===== src/rtl/muldiv_seq.sv =====
// muldiv_seq: multi-cycle sequencer for the RV32M multiply/divide ops.
// A registered 33x33 signed multiplier and a 32-iteration restoring divider
// share one FSM. busy stalls the pipeline while an op is in flight, and done
// pulses for one cycle when result holds the architectural value.
module muldiv_seq #(
    parameter int MUL_CYCLES = 2
) (
    input  logic        clk,
    input  logic        rst,
    input  logic        start,
    input  logic [4:0]  alu_op,
    input  logic [31:0] data1,
    input  logic [31:0] data2,
    input  logic        flush,
    output logic        busy,
    output logic        done,
    output logic [31:0] result
);

    localparam logic [5:0] MUL_LAST = 6'(MUL_CYCLES);

    typedef enum logic [2:0] {S_IDLE, S_MUL, S_DIV, S_FIX, S_DONE} state_t;

    state_t state, state_nxt;

    logic [5:0]         cnt;
    logic [1:0]         op_q;     // alu_op[3:2] of the op in flight
    logic signed [32:0] mul_a;
    logic signed [32:0] mul_b;
    logic signed [63:0] prod;
    logic [31:0]        div_q;    // dividend shifts out, quotient shifts in
    logic [31:0]        div_r;
    logic [31:0]        div_d;
    logic               neg_q;
    logic               neg_r;

    // alu_op[1] does not take part in M-op decoding
    logic unused_op_bit;
    assign unused_op_bit = alu_op[1];

    // Request decode, evaluated on the raw inputs at the accept edge
    logic        accept;
    logic        is_div;
    logic        div_signed;
    logic        rem_op;
    logic        div_zero;
    logic        div_ovf;
    logic        div_special;
    logic [31:0] special_res;
    logic [31:0] mag1;
    logic [31:0] mag2;

    assign accept      = start && alu_op[0] && !flush &&
                         (state == S_IDLE || state == S_DONE);
    assign is_div      = alu_op[4];
    assign div_signed  = !alu_op[2];
    assign rem_op      = alu_op[3];
    assign div_zero    = (data2 == 32'h0);
    assign div_ovf     = div_signed && (data1 == 32'h8000_0000) && (data2 == 32'hFFFF_FFFF);
    assign div_special = is_div && (div_zero || div_ovf);
    assign special_res = div_zero ? (rem_op ? data1 : 32'hFFFF_FFFF)
                                  : (rem_op ? 32'h0 : 32'h8000_0000);
    assign mag1        = (div_signed && data1[31]) ? -data1 : data1;
    assign mag2        = (div_signed && data2[31]) ? -data2 : data2;

    // Low 64 bits of the 66-bit signed product are all that is ever returned
    assign prod = 64'(mul_a) * 64'(mul_b);

    // One restoring shift-subtract step
    logic [32:0] step_sh;
    logic        step_take;
    logic [31:0] step_sub;

    assign step_sh   = {div_r, div_q[31]};
    assign step_take = (step_sh >= {1'b0, div_d});
    assign step_sub  = step_sh[31:0] - div_d;

    // Next-state logic; flush overrides everything and returns to IDLE
    always_comb begin
        state_nxt = state;
        case (state)
            S_IDLE, S_DONE: begin
                if (accept) begin
                    if (!is_div)          state_nxt = S_MUL;
                    else if (div_special) state_nxt = S_DONE;
                    else                  state_nxt = S_DIV;
                end else begin
                    state_nxt = S_IDLE;
                end
            end
            S_MUL:   if (cnt == MUL_LAST) state_nxt = S_DONE;
            S_DIV:   if (cnt == 6'd31)    state_nxt = S_FIX;
            S_FIX:   state_nxt = S_DONE;
            default: state_nxt = S_IDLE;
        endcase
        if (flush) state_nxt = S_IDLE;
    end

    // State register with registered busy/done decoded from the next state
    always_ff @(posedge clk or posedge rst) begin
        if (rst) begin
            state <= S_IDLE;
            busy  <= 1'b0;
            done  <= 1'b0;
        end else begin
            state <= state_nxt;
            busy  <= (state_nxt == S_MUL) || (state_nxt == S_DIV) || (state_nxt == S_FIX);
            done  <= (state_nxt == S_DONE);
        end
    end

    // Operand latch, multiply/divide iteration and result register
    always_ff @(posedge clk or posedge rst) begin
        if (rst) begin
            result <= 32'h0;
            cnt    <= 6'd0;
            op_q   <= 2'b00;
            mul_a  <= '0;
            mul_b  <= '0;
            div_q  <= 32'h0;
            div_r  <= 32'h0;
            div_d  <= 32'h0;
            neg_q  <= 1'b0;
            neg_r  <= 1'b0;
        end else if (accept) begin
            op_q  <= alu_op[3:2];
            cnt   <= is_div ? 6'd0 : 6'd1;
            // MULHU zero-extends rs1; MULHU and MULHSU zero-extend rs2
            mul_a <= {(alu_op[3:2] != 2'b10) && data1[31], data1};
            mul_b <= {!alu_op[3] && data2[31], data2};
            div_q <= mag1;
            div_r <= 32'h0;
            div_d <= mag2;
            neg_q <= div_signed && (data1[31] ^ data2[31]);
            neg_r <= div_signed && data1[31];
            if (div_special) result <= special_res;
        end else if (!flush) begin
            case (state)
                S_MUL: begin
                    if (cnt == MUL_LAST) begin
                        result <= (op_q == 2'b00) ? prod[31:0] : prod[63:32];
                        cnt    <= 6'd0;
                    end else begin
                        cnt <= cnt + 6'd1;
                    end
                end
                S_DIV: begin
                    div_r <= step_take ? step_sub : step_sh[31:0];
                    div_q <= {div_q[30:0], step_take};
                    cnt   <= (cnt == 6'd31) ? 6'd0 : cnt + 6'd1;
                end
                S_FIX: begin
                    if (op_q[1]) result <= neg_r ? -div_r : div_r;
                    else         result <= neg_q ? -div_q : div_q;
                end
                default: ;
            endcase
        end
    end

endmodule


===== config.mk =====
export PLATFORM = sky130hd
export DESIGN_NAME = muldiv_seq
export DESIGN_NICKNAME = d
export VERILOG_FILES = /design/src/rtl/muldiv_seq.sv
export SDC_FILE = /design/constraint.sdc
export NUM_CORES = 2
export LEC_CHECK = 0
export CAP_MARGIN = 20
export CORE_MARGIN = 4
export CORE_UTILIZATION = 55
export CTS_BUF_LIST = sky130_fd_sc_hd__clkbuf_8
export DETAILED_ROUTE_END_ITERATION = 6
export GPL_TIMING_DRIVEN = 0
export PLACE_DENSITY = 0.81
export SLEW_MARGIN = 20
export SYNTH_ARGS = -nofsm -noshare
export SYNTH_HDL_FRONTEND = slang
export SYNTH_SLANG_ARGS = --single-unit

===== constraint.sdc =====
create_clock -name clk -period 13.2 [get_ports clk]
set_input_delay 3.96 -clock clk [delete_from_list [all_inputs] [get_ports clk]]
set_output_delay 3.96 -clock clk [all_outputs]
set_load 0.01 [all_outputs]

# Word level (Yosys, flattened, before mapping)
# Index checks and enable logic that the tools add are counted.
# Widths: inputs -> output; s select.
[totals] register_bits=209 input_bits=73 output_inout_bits=34 wordCells=100
[classes] n_addsub=6 n_mul=1 order_cmp=1 eq_ne=16 mux=34 bitwise=1 reduce_logical=28
[op_table] operator="$mux 32" count=20
[op_table] operator="$neg 32->32" count=4
[op_table] operator="$eq 32x32->1 const B" count=2
[op_table] operator="$mul 33x33->64" count=1
[op_table] operator="$pmux 32 s2" count=1
[op_table] operator="$ge 33x32->1" count=1
[op_table] operator="$logic_not 32->1" count=1
[op_table] operator="$sub 32x32->32" count=1
[op_table] operator="$mux 6" count=4
[op_table] operator="$mux 3" count=6
[op_table] operator="$eq 3x2->1 const B" count=4
[op_table] operator="$pmux 3 s4" count=1
[op_table] operator="$pmux 6 s2" count=1
[op_table] operator="$logic_and 1x1->1" count=11
[op_table] operator="$add 6x1->6 const B" count=1
[op_table] operator="$eq 3x1->1 const B" count=2
[op_table] operator="$eq 3x3->1 const B" count=2
[op_table] operator="$eq 6x2->1 const B" count=1
[op_table] operator="$eq 6x5->1 const B" count=1
[op_table] operator="$reduce_bool 3->1" count=2
[op_table] operator="$logic_or 1x1->1" count=4
[op_table] operator="$ne 2x1->1 const B" count=2
[op_table] operator="$reduce_and 2->1" count=2
[op_table] operator="$reduce_and 4->1" count=1
[op_table] operator="other kinds (9)" count=11

# Longest topological paths before layout
[depth] ltp_word=13 ltp_mapped=31 depth_no_buf=29

# Worst setup path after synthesis
# OpenSTA, ideal clock, no wires.
[synth_timing] path_type="register to register" startpoint="reg mul_b[0]" endpoint="reg result[30]" setup_time_ps=110 t_arrival_ps=7628 t_required_ps=13090 path_slack_ps=5462 stages_incl_launch_ff=30 path_buffers=2 period_less_slack_ps=7738 cell_sequence="dfrtp_1 clkbuf_1 nand2_1 inv_1 fa_1 inv_1 fa_1 inv_1 fa_1 inv_1 fa_1 inv_1 fa_1 fa_1 fa_1 inv_1 fa_1 inv_1 ha_1 clkbuf_1 and3_1 nand4_1 or2_2 a311oi_1 nor3_1 o31a_1 a31o_2 o21ai_0 xnor2_1 o41ai_1"
[synth_via] elab_chain_len=6
[synth_rtl] item="from (decl)" line="29" rtl="logic signed [32:0] mul_b;"
[synth_rtl] item="from (signal assigned)" line="130" rtl="mul_b <= {!alu_op[3] && data2[31], data2};"
[synth_rtl] item="$mul 33x33->64" line="67" rtl="assign prod = 64'(mul_a) * 64'(mul_b);"
[synth_rtl] item="$mux 32" line="141" rtl="result <= (op_q == 2'b00) ? prod[31:0] : prod[63:32];"
[synth_rtl] item="$mux 32" line="140" rtl="if (cnt == MUL_LAST) begin"
[synth_rtl] item="$pmux 32 s2" line="138" rtl="case (state)"
[synth_rtl] item="$mux 32" line="137" rtl="end else if (!flush) begin"
[synth_rtl] item="$mux 32" line="125" rtl="end else if (accept) begin"
[synth_rtl] item="to (signal assigned)" line="136" rtl="if (div_special) result <= special_res;"
[synth_rtl] item="to (signal assigned)" line="141"
[synth_rtl] item="to (signal assigned)" line="153" rtl="if (op_q[1]) result <= neg_r ? -div_r : div_r;"
[synth_rtl] item="to (decl)" line="17" rtl="output logic [31:0] result"
# No other way between the ends. The select of a mux whose other input is x is not followed.
# A chain may end at the register's enable or synchronous reset.

# Worst setup path after layout
[layout_timing] startpoint="reg mul_a[12]" endpoint="reg result[20]"
[layout_via] elab_chain_len=6
[layout_rtl] item="from (decl)" line="28" rtl="logic signed [32:0] mul_a;"
[layout_rtl] item="from (signal assigned)" line="129" rtl="mul_a <= {(alu_op[3:2] != 2'b10) && data1[31], data1};"
[layout_rtl] item="$mul 33x33->64" line="67"
[layout_rtl] item="$mux 32" line="141"
[layout_rtl] item="$mux 32" line="140"
[layout_rtl] item="$pmux 32 s2" line="138"
[layout_rtl] item="$mux 32" line="137"
[layout_rtl] item="$mux 32" line="125"
# No other way between the ends. The select of a mux whose other input is x is not followed.

==> results.yml <==
timing:
  drv_slew: 0
  rsz0062_at_grt: "false"
  setup_tns_ns: 0
  relSlewSlack_pct: 10.6
  period_share_pct: 85.7
  fmax_ghz: 0.0884
  tightest_slew_ns: 1.34
  hold_viol: 0
  fin_skew_ns: 0.0683
  setup_viol: 0
  fin_crit_ns: 11.31
synth:
  postSynth.asyncResetShare_pct: 100
  synth_seq_area_share_pct: 10.0
  synthesis.area_um2: 51800
  yosys_warnings: 0
  synth.ff_latch_count: 208
  yosysTopAreaCell: "fa_1"
  synth_enable_flop_cells: 0
  synthCells: 5870
  synth.area.top_cells: "fa_1 43%, dfrtp_1 10%, inv_1 8.4%"
  synth_cell_types: 74
  avgSynthCellArea_um2: 8.83
  ys_top_cells_by_count: "1,164 x inv_1, 1,126 x fa_1, 943 x nand2_1"
  synth.most_common_cell: "inv_1"
  syn_nets: 7320
  synth_top_area_share_pct: 43.5
  ys.flop_type: "dfrtp_1"
clock_tree:
  clockBufferDepth: 3
  clk-insertion-delay-late_ns: 0.64
  cts-buffers-inserted: 41
  cts_resized: 0
  path_clk_slew_ns: 0.07
  htreeDepth: 2
  clock-sinks: 208
  post_cts_buffers: 0
  cts_tree: "yes"
  ctsHoldBuffers: 0
  cts-root-buf: "clkbuf_8"
cells_and_area:
  area.growth.synth_to_final_pct: 7.00
  instances_no_fill: 7338
  finalCoreUtilization_pct: 59.3
  layout-drive-gt1-share_pct: 2.22
  nets: 7467
  fillers: 8486
critical_path:
  end_kind: "register"
  critPathMaxFanout: 10
  worstPathArrival_ns: 11.74
  slowest_delay_ns: 1.03
  crit_type: "reg -> reg"
  crit_top_cell: "fa_1"
  cp-start-kind: "register"
  cp.required_ns: 13.63
  crit_slowest_cell: "dfrtp_1"
global_routing:
  grt_use_total_pct: 47.2
  grt_remaining_overflow: 0
  first_global_vias: 46411
  grt_antenna_before_repair: 40
  grt_pass1_wl_um: 328000
  grt_max_degree: 84
routing:
  vias_per_cell: 6.18
  num_vias: 45374
  detail_route.wirelength_um: 231000
  drtPass1Iterations: 7
  post_drt_wl_per_cell_um: 31.5
  ant_nets: 0
  drc_errors: 11
  drtIter0Drc: 5535
floorplanning:
  initial_core_util_pct: 55.5
  core-area_um2: 93500
  die_area_um2: 99200
  die_w_um: 315
  ios: 107
  row_count: 112
  die_h_um: 315
run_status:
  violations: "DRC"
  status: "complete, but fails checks"
placed_design:
  place.gp.congestion: 1.12
  place_hpwl_um: 190000
  dp.cells: 7225
  io_buffers: 98
min_path:
  min_path_type: "reg -> reg"
flow_run:
  max_cap_viol_count: 0
## metrics by stage
step / setup WS, ns / area [µm²] / hold WS (ns)
final: 1.89 / 55500 / 0.485
after global routing: 2.15 / 55400 / 0.501
after CTS: 2.34 / 55300 / 0.484
after detailed placement: 2.45 / 54500 / 0.471
after global placement: 0.581 / 54400 / 0.466
after floorplan: 3.56 / 51800 / 0.450
## final cells by class
class	instances	area [µm²]	area share [%]
multi-input cells	4170	41000	74.0
flip-flops and latches	208	5200	9.38
inverters	1165	4380	7.90
well taps	1254	1570	2.83
plain buffers	327	1280	2.31
repair buffers	104	1090	1.96
clock buffers	48	661	1.19
clock inverters	24	151	0.273
diodes	38	95.1	0.171
## worst paths after layout
path / from / endpoint / slack (ns) / cells past startpoint
setup / recovery: mul_a[12] / result[20] / 1.89 / 25
hold / removal: div_d[12] / div_d[12] / 0.49 / 2
setup reg to reg: mul_a[12] / result[20] / 1.89 / 25
hold reg to reg: div_d[12] / div_d[12] / 0.49 / 2
max in group asynchronous: rst / mul_a[31] / 8.24 / 4
min in group asynchronous: rst / div_r[7] / 3.75 / 2
## layout by cell type (no fill, tap or decap), drive strengths merged, types with 38 or more instances in the layout
| master | n |
|---|---|
| a21oi | 160 |
| nor2 | 155 |
| and2 | 534 |
| ha | 251 |
| clkbuf | 361 |
| clkdlybuf4s50 | 98 |
| fa | 1126 |
| nor3 | 51 |
| nand2 | 943 |
| o21ai | 201 |
| a21o | 59 |
| dfrtp | 208 |
| xor2 | 97 |
| diode | 38 |
| inv | 1179 |
| a31oi | 45 |
| xnor2 | 125 |
## metal layers
layer	track usage (%)	vias up	wire (µm)	share of wire, %
li1	-	18079	-	-
met5	0	-	172	0.074
met3	15.1	974	29800	13
met1	59.7	22781	82500	36
met4	34.3	24	21700	9.4
met2	68.3	3516	96700	42
## critical path, delay by kind of cell, from the launching register on
family                     cells  cell delay, ns
adders and majority gates      9            4.33
AOI/OAI and AO/OA              6            2.83
and+or+nand+nor                6            1.63
buffers and inverters          4            1.27
DFF                            1            1.03
## cells by family after synthesis
kind of cell               count (synthesis)  synth area share (%)
muxes                                     21                 0.413
DFF                                      208                  10.0
xor gates and xnor gates                 222                  3.75
and+or+nand+nor                         1897                  17.5
buffers and inverters                   1492                  10.8
adders and majority gates               1377                  49.5
AOI/OAI and AO/OA                        653                  7.89
## state kept, by name (all words and copies together), names as in the netlist
signal	flops
mul_a	33
state	3
mul_b	33
done	1
cnt	6
busy	1
neg_q	1
div_d	31
op_q	2
div_r	32
div_q	32
neg_r	1
result	32
Power is left out: the tool's default activity adds up to more than one toggle a clock period on the data nets, which glitch-free logic cannot reach.
